$ cat src/rtl/ulpi_pkg.sv
// Shared types and constants for the ULPI link layer: FSM states, TX CMD
// prefix and the bit layout of PHY-issued RX CMD bytes.
package ulpi_pkg;

  typedef enum logic [2:0] {
    ST_IDLE,
    ST_TXCMD,
    ST_DATA,
    ST_STOP,
    ST_TURN,
    ST_RX
  } state_t;

  localparam logic [3:0] TXCMD_TRANSMIT = 4'b0100;

  // RX CMD byte fields as issued by the PHY when dir=1 and nxt=0.
  localparam int RXCMD_LINESTATE_LSB = 0;
  localparam int RXCMD_LINESTATE_W   = 2;
  localparam int RXCMD_VBUS_LSB      = 2;
  localparam int RXCMD_VBUS_W        = 2;
  localparam int RXCMD_RXEVENT_LSB   = 4;
  localparam int RXCMD_RXEVENT_W     = 2;
  localparam int RXCMD_ID_BIT        = 6;
  localparam int RXCMD_ALTINT_BIT    = 7;

  function automatic logic [7:0] txcmd_byte(input logic [3:0] pid);
    return {TXCMD_TRANSMIT, pid};
  endfunction

endpackage

$ cat src/rtl/ulpi_tx_fifo.sv
// TX byte FIFO with a per-packet start pointer so an aborted transmit can be
// replayed from its first byte. Storage is byte + last flag.
module ulpi_tx_fifo #(
  parameter int DEPTH = 16
) (
  input  logic       clk,
  input  logic       rst,
  input  logic [7:0] i_wr_data,
  input  logic       i_wr_last,
  input  logic       i_wr_valid,
  output logic       o_wr_ready,
  input  logic       i_pop,
  input  logic       i_commit,
  input  logic       i_rewind,
  output logic [7:0] o_head_data,
  output logic       o_head_last
);

  localparam int ADDR_W = $clog2(DEPTH);
  localparam logic [ADDR_W:0] PTR_ONE = (ADDR_W + 1)'(1);

  logic [8:0]      r_mem [DEPTH];
  logic [ADDR_W:0] r_wr_ptr;
  logic [ADDR_W:0] r_rd_ptr;
  logic [ADDR_W:0] r_start_ptr;
  logic            w_full;
  logic            w_wr_fire;

  // Same index with differing wrap bits means the writer lapped the reader.
  assign w_full     = (r_wr_ptr[ADDR_W] != r_rd_ptr[ADDR_W]) &&
                      (r_wr_ptr[ADDR_W-1:0] == r_rd_ptr[ADDR_W-1:0]);
  assign o_wr_ready = !w_full;
  assign w_wr_fire  = i_wr_valid && !w_full;

  // NOTE: storage has no reset; the pointers alone define what is valid, and
  // leaving the array unreset lets it map onto plain RAM.
  always_ff @(posedge clk) begin
    if (w_wr_fire) begin
      r_mem[r_wr_ptr[ADDR_W-1:0]] <= {i_wr_last, i_wr_data};
    end
  end

  // NOTE: clocked state uses non-blocking assignment so every register sees
  // the pre-edge values of its neighbours regardless of statement order.
  always_ff @(posedge clk or posedge rst) begin
    if (rst) begin
      r_wr_ptr    <= '0;
      r_rd_ptr    <= '0;
      r_start_ptr <= '0;
    end else begin
      if (w_wr_fire) begin
        r_wr_ptr <= r_wr_ptr + PTR_ONE;
      end
      if (i_rewind) begin
        r_rd_ptr <= r_start_ptr;
      end else if (i_pop) begin
        r_rd_ptr <= r_rd_ptr + PTR_ONE;
      end
      // Commit happens after the last byte is popped, so rd_ptr already
      // points at the next packet's first byte.
      if (i_commit) begin
        r_start_ptr <= r_rd_ptr;
      end
    end
  end

  assign {o_head_last, o_head_data} = r_mem[r_rd_ptr[ADDR_W-1:0]];

endmodule

$ cat src/rtl/ulpi_link.sv
// ULPI link: transmits buffered packets as TX CMD + data + stp, yields the
// bus to the PHY on dir, and forwards received data / RX CMD bytes.
module ulpi_link #(
  parameter int   FIFO_DEPTH = 16,
  parameter logic RX_CMD_EN  = 1'b1
) (
  input  logic       clk,
  input  logic       rst,
  input  logic       ulpi_dir,
  input  logic       ulpi_nxt,
  input  logic [7:0] ulpi_data_in,
  output logic [7:0] ulpi_data_out,
  output logic       ulpi_data_oe,
  output logic       ulpi_stp,
  input  logic [7:0] tx_data,
  input  logic       tx_last,
  input  logic       tx_valid,
  output logic       tx_ready,
  output logic       tx_abort,
  output logic [7:0] rx_data,
  output logic       rx_valid,
  output logic       rx_cmd
);

  import ulpi_pkg::*;

  localparam int CNT_W = $clog2(FIFO_DEPTH) + 1;
  localparam logic [CNT_W-1:0] CNT_ONE = CNT_W'(1);

  state_t           r_state;
  state_t           w_next;
  logic [CNT_W-1:0] r_pkt_cnt;
  logic             w_pending;
  logic             w_pkt_in;
  logic [7:0]       w_head_data;
  logic             w_head_last;
  logic [7:0]       w_drv_data;
  logic             w_drv_oe;
  logic             w_stp;
  logic             w_pop;
  logic             w_commit;
  logic             w_rewind;
  logic             w_abort;
  logic [7:0]       r_rx_data;
  logic             r_rx_valid;
  logic             r_rx_cmd;

  ulpi_tx_fifo #(
    .DEPTH(FIFO_DEPTH)
  ) u_fifo (
    .clk        (clk),
    .rst        (rst),
    .i_wr_data  (tx_data),
    .i_wr_last  (tx_last),
    .i_wr_valid (tx_valid),
    .o_wr_ready (tx_ready),
    .i_pop      (w_pop),
    .i_commit   (w_commit),
    .i_rewind   (w_rewind),
    .o_head_data(w_head_data),
    .o_head_last(w_head_last)
  );

  assign w_pkt_in  = tx_valid && tx_ready && tx_last;
  assign w_pending = (r_pkt_cnt != '0);

  always_ff @(posedge clk or posedge rst) begin
    if (rst) begin
      r_pkt_cnt <= '0;
    end else begin
      unique case ({w_pkt_in, w_commit})
        2'b10:   r_pkt_cnt <= r_pkt_cnt + CNT_ONE;
        2'b01:   r_pkt_cnt <= r_pkt_cnt - CNT_ONE;
        default: r_pkt_cnt <= r_pkt_cnt;
      endcase
    end
  end

  always_ff @(posedge clk or posedge rst) begin
    if (rst) begin
      r_state <= ST_IDLE;
    end else begin
      r_state <= w_next;
    end
  end

  // NOTE: every output of this block gets a default first, so no path through
  // the case statement can leave one unassigned and infer a latch.
  always_comb begin
    w_next     = r_state;
    w_drv_data = 8'h00;
    w_drv_oe   = 1'b0;
    w_stp      = 1'b0;
    w_pop      = 1'b0;
    w_commit   = 1'b0;
    w_rewind   = 1'b0;
    w_abort    = 1'b0;
    unique case (r_state)
      ST_IDLE: begin
        if (ulpi_dir) begin
          w_next = ST_TURN;
        end else if (w_pending) begin
          w_next = ST_TXCMD;
        end
      end
      ST_TXCMD: begin
        w_drv_data = txcmd_byte(w_head_data[3:0]);
        w_drv_oe   = 1'b1;
        if (ulpi_dir) begin
          w_abort  = 1'b1;
          w_rewind = 1'b1;
          w_next   = ST_TURN;
        end else if (ulpi_nxt) begin
          w_pop  = 1'b1;
          w_next = w_head_last ? ST_STOP : ST_DATA;
        end
      end
      ST_DATA: begin
        w_drv_data = w_head_data;
        w_drv_oe   = 1'b1;
        if (ulpi_dir) begin
          w_abort  = 1'b1;
          w_rewind = 1'b1;
          w_next   = ST_TURN;
        end else if (ulpi_nxt) begin
          w_pop  = 1'b1;
          w_next = w_head_last ? ST_STOP : ST_DATA;
        end
      end
      ST_STOP: begin
        w_stp    = 1'b1;
        w_drv_oe = 1'b1;
        w_commit = 1'b1;
        w_next   = ST_IDLE;
      end
      ST_TURN: begin
        w_next = ulpi_dir ? ST_RX : ST_IDLE;
      end
      ST_RX: begin
        if (!ulpi_dir) begin
          w_next = ST_TURN;
        end
      end
      default: begin
        w_next = ST_IDLE;
      end
    endcase
  end

  // The PHY may seize the bus mid-byte; release it in the same cycle.
  assign ulpi_data_out = w_drv_data;
  assign ulpi_data_oe  = w_drv_oe && !ulpi_dir;
  assign ulpi_stp      = w_stp;
  assign tx_abort      = w_abort;

  always_ff @(posedge clk or posedge rst) begin
    if (rst) begin
      r_rx_data  <= 8'h00;
      r_rx_valid <= 1'b0;
      r_rx_cmd   <= 1'b0;
    end else begin
      r_rx_valid <= 1'b0;
      r_rx_cmd   <= 1'b0;
      if ((r_state == ST_RX) && ulpi_dir) begin
        r_rx_data  <= ulpi_data_in;
        r_rx_valid <= ulpi_nxt || RX_CMD_EN;
        r_rx_cmd   <= !ulpi_nxt;
      end
    end
  end

  assign rx_data  = r_rx_data;
  assign rx_valid = r_rx_valid;
  assign rx_cmd   = r_rx_cmd;

endmodule

$ cat config.mk
export PLATFORM = sky130hd
export DESIGN_NAME = ulpi_link
export DESIGN_NICKNAME = d
export VERILOG_FILES = /design/src/rtl/ulpi_pkg.sv /design/src/rtl/ulpi_tx_fifo.sv /design/src/rtl/ulpi_link.sv
export SDC_FILE = /design/constraint.sdc
export NUM_CORES = 1
export LEC_CHECK = 0
export ABC_AREA = 0
export CAP_MARGIN = 20
export CORE_MARGIN = 3
export CORE_UTILIZATION = 50
export CTS_BUF_LIST = sky130_fd_sc_hd__clkbuf_16
export DETAILED_ROUTE_END_ITERATION = 16
export HOLD_SLACK_MARGIN = 0.06
export PLACE_DENSITY_LB_ADDON = 0.25
export SYNTH_ARGS = -nofsm -noshare
export SYNTH_HDL_FRONTEND = slang
export SYNTH_SLANG_ARGS = --single-unit
$ cat constraint.sdc
create_clock -name clk -period 3.5 [get_ports clk]
set_input_delay 0.525 -clock clk [delete_from_list [all_inputs] [get_ports clk]]
set_output_delay 0.525 -clock clk [all_outputs]
set_load 0.05 [all_outputs]
==> summary.md <==
| Metric | Value |
|---|---|
| TritonCTS clock tree | `yes` |
| Clk_lat worst skew | `approximately 0.43 ns` |
| Post-cts sizing count | `0` |
| Routed wire length | `between 10 and 15 mm` |
| Final period util | `0.911` |
| Number of global-route vias before repair | `4069` |
| Worst path slowest cell | `clkdlybuf4s50_1` |
| Crit. End Element | `output pin` |
| Syn nets | `around 470` |
| H-tree depth | `4` |
| Vias per cell | `5.85` |
| Dpl cells | `653` |
| Placed cell area | `slightly above 0.008 mm2` |
| Die W | `between 100 and 150 um` |
| ANT cells | `0` |
| Port Buffers | `43` |
| Total power | `just under 7 mW` |
| WS Path Type | `register to output pin` |
| CORE AREA | `0.0146 mm2` |
| Syn avg cell area | `17.3 um2` |
| Setup TNS | `0 ns` |
| Multi-input gate area | `~0.0021 mm2` |
| Clk_skew | `approximately 0.010 ns` |
| Via count | `~4k` |
| Final hold slack | `0.474 ns` |
| Yosys synthesis warning count | `0` |
| Largest net degree at the start of global routing | `34` |
| Worst slew pin tran | `~0.61 ns` |
| Leakage | `3.13 nW` |
| Post-CTS Setup Repair Bufs | `0` |
| Final slew viol count | `0` |
| Commonest non-fill, non-tap cell in the layout | `edfxtp_1` |
| Reg area | `around 0.0052 mm2` |
| Global-route wire length before repair | `23.3 mm` |
| Psw | `2.27 mW` |
| Post-route ant nets | `0` |
| Cts bufs inserted | `17` |
| Pre-CTS setup slack | `0.623 ns` |
| Area contributors post-synth | `edfxtp_1 58%, dfrtp_1 11%, mux4_2 7.2%, mux4_1 3.5%, mux2_2 2.7%` |
| Pre-Repair DR Iteration Count | `4` |
| HP Class | `register to register` |
| Clock root buffer | `clkbuf_16` |
| Logic pwr share | `0.316` |
| Final core occ | `0.601` |
| Sw Ratio | `0.329` |
| Cell variety after synth | `43` |
| Rows | `44` |
| Max-cap violations | `0` |
| Area share of the largest cell type after synthesis | `0.576` |
| Initial antenna violation count | `0` |
| DR DRC count | `0` |
| Starting Density | `0.515` |
| Endpoints failing setup | `0` |
| #FFs+latches synth | `177` |
| IO Count | `44` |
| Gate Count Post-Synth | `around 430` |
| Initial detailed-routing violation count | `249` |
| Worst setup margin | `about 0.31 ns` |
| Most frequent cells in the layout | `144 x edfxtp_1, 35 x clkdlybuf4s50_1, 32 x dfrtp_1, 24 x mux4_2` |
| RR Startpoint | `u_fifo.r_rd_ptr[2]` |
| Unrepaired setup endpoints after global routing | `no` |
| Num Clock Sinks | `177` |
| Die Ht | `129 um` |
| Synth area leader | `edfxtp_1` |
| Worst-path cell chain | `nand2b_1 -> a21oi_1 -> nand2_1 -> inv_1 -> clkdlybuf4s50_1` |
| Synthesis-to-finish area growth | `16.8%` |
| Internal cell power | `4.61 mW` |
| CP Launch Point | `r_state[0]` |
| PD cells | `between 700 and 800 mW/mm2` |
| VDD IR max | `0.395 mV` |
| CP arrival | `about 2.7 ns` |
| Clk buf depth | `2` |
| Fillers | `1050` |
| Clk pwr share | `0.272` |
| Slew headroom | `0.595` |
| Nets | `519` |
| Full die area | `0.0165 mm2` |
| Layout cells sized above 1 | `0.206` |
| Final non-filler cell total | `684` |
| Startpoint Class | `register` |
| GRT Overall Usage | `0.194` |
| Synthesized area | `0.00751 mm2` |
| Sequential fraction of design power | `0.413` |
| FMAX | `0.314 GHz` |
| # hold bufs at CTS | `0` |
| Hold path startpoint | `u_fifo.r_start_ptr[4]` |
| Crit path largest cell delay | `0.83 ns` |
| Status | `completed` |
| Final RePlAce weighted congestion | `0.826` |
| Grt total ovfl | `0` |
| HPWL Detailed | `9.41 mm` |
| Final hold violations | `0` |
| Reg clk slew, reported paths | `about 0.070 ns` |
| CP required | `roughly 3 ns` |
| Design area | `0.00877 mm2` |
| Max FO, Critical Path | `10` |
| Sequential share of the synthesized area | `0.686` |
| Avg WL per Cell | `21.8 um` |
| Tmin final | `3.19 ns` |
## flip-flops by register name, indices dropped and copies added (netlist names)
register and flops:
u_fifo.r_rd_ptr 5, u_fifo.r_wr_ptr 5, r_state 3, rx_cmd 1, r_pkt_cnt 5, u_fifo.r_start_ptr 5, rx_valid 1, rx_data 8
u_fifo.r_mem 144
## per-layer routing
metal,part of all wire,global-route usage
met3,0.055,0.0531
met1,0.42,0.258
met5,0,0
met4,0.013,0.0550
met2,0.51,0.318
## cells by family after synthesis
kind of cell             after synthesis  share of synthesized area
multiplexers                          61                      0.146
flip-flops                           177                      0.686
XOR/XNOR                              18                     0.0210
AO/OA/AOI/OAI                         49                     0.0437
adder cells (fa/ha/maj)                9                     0.0150
buffers and inverters                 36                     0.0307
AND/OR/NAND/NOR                       84                     0.0577
## final timing paths
check                                      to  slack (ns)  cells after the start
max reg2reg                      r_pkt_cnt[4]        0.77                     12
max                                  tx_abort        0.31                      5
min reg2reg                u_fifo.r_rd_ptr[4]        0.47                      2
min                        u_fifo.r_rd_ptr[4]        0.47                      2
max in group asynchronous  u_fifo.r_rd_ptr[0]        2.68                      3
min in group asynchronous  u_fifo.r_wr_ptr[1]        0.50                      3
## power groups by stage
stage | sequential [mW] | clock [mW] | combinational [mW]
after global routing | 2.88 | 2.00 | 2.35
after global placement | 2.86 | 0 | 2.15
final | 2.84 | 1.87 | 2.17
after detailed placement | 2.88 | 0 | 2.18
after floorplan | 2.93 | 0 | 1.52
after CTS | 2.84 | 1.91 | 2.20
## area by class of cell
class / instances / share of cell area
Sequential cell: 177 / 0.587
Tap cell: 184 / 0.0263
Timing Repair Buffer: 61 / 0.0736
Inverter: 10 / 0.00428
Clock buffer: 17 / 0.0485
Clock inverter: 14 / 0.0174
Multi-Input combinational cell: 221 / 0.243
## worst max-delay path: cells and delay by family (launching register included)
kind                   cells  cell delay, ns
buffers and inverters      2            1.01
AOI/OAI and AO/OA          1            0.34
DFF                        1            0.48
and+or+nand+nor            2            0.41
## synthesized netlist by cell type
| library cell | instances |
|---|---|
| mux4_2 | 24 |
| mux4_1 | 10 |
| inv_1 | 10 |
| nand3b_1 | 3 |
| or4_1 | 1 |
| a31oi_1 | 2 |
| buf_12 | 1 |
| o21ai_2 | 1 |
| nand2_1 | 18 |
| a311oi_1 | 1 |
| xnor2_1 | 7 |
| and3_1 | 10 |
| a32oi_1 | 1 |
| o21a_1 | 1 |
| nand4_1 | 3 |
| o211ai_1 | 2 |
| a21oi_1 | 6 |
| a21boi_0 | 1 |
| dfrtp_1 | 33 |
| mux2_2 | 18 |
| or2_2 | 3 |
| buf_2 | 7 |
| clkbuf_8 | 1 |
| nor2_1 | 15 |
| clkbuf_1 | 6 |
| buf_6 | 6 |
| nand2b_1 | 7 |
| nor4_1 | 1 |
| a41oi_2 | 1 |
| buf_1 | 1 |
| a22oi_1 | 1 |
| mux2i_1 | 9 |
| xor2_1 | 11 |
| nor2b_1 | 11 |
| edfxtp_1 | 144 |
| o21ai_0 | 11 |
| nand3_1 | 4 |
| a21o_1 | 1 |
| o22ai_1 | 6 |
| nor3_1 | 8 |
| ha_1 | 9 |
| a211oi_1 | 14 |
| buf_4 | 4 |
Note: power is estimated with default switching activity, not from simulation.
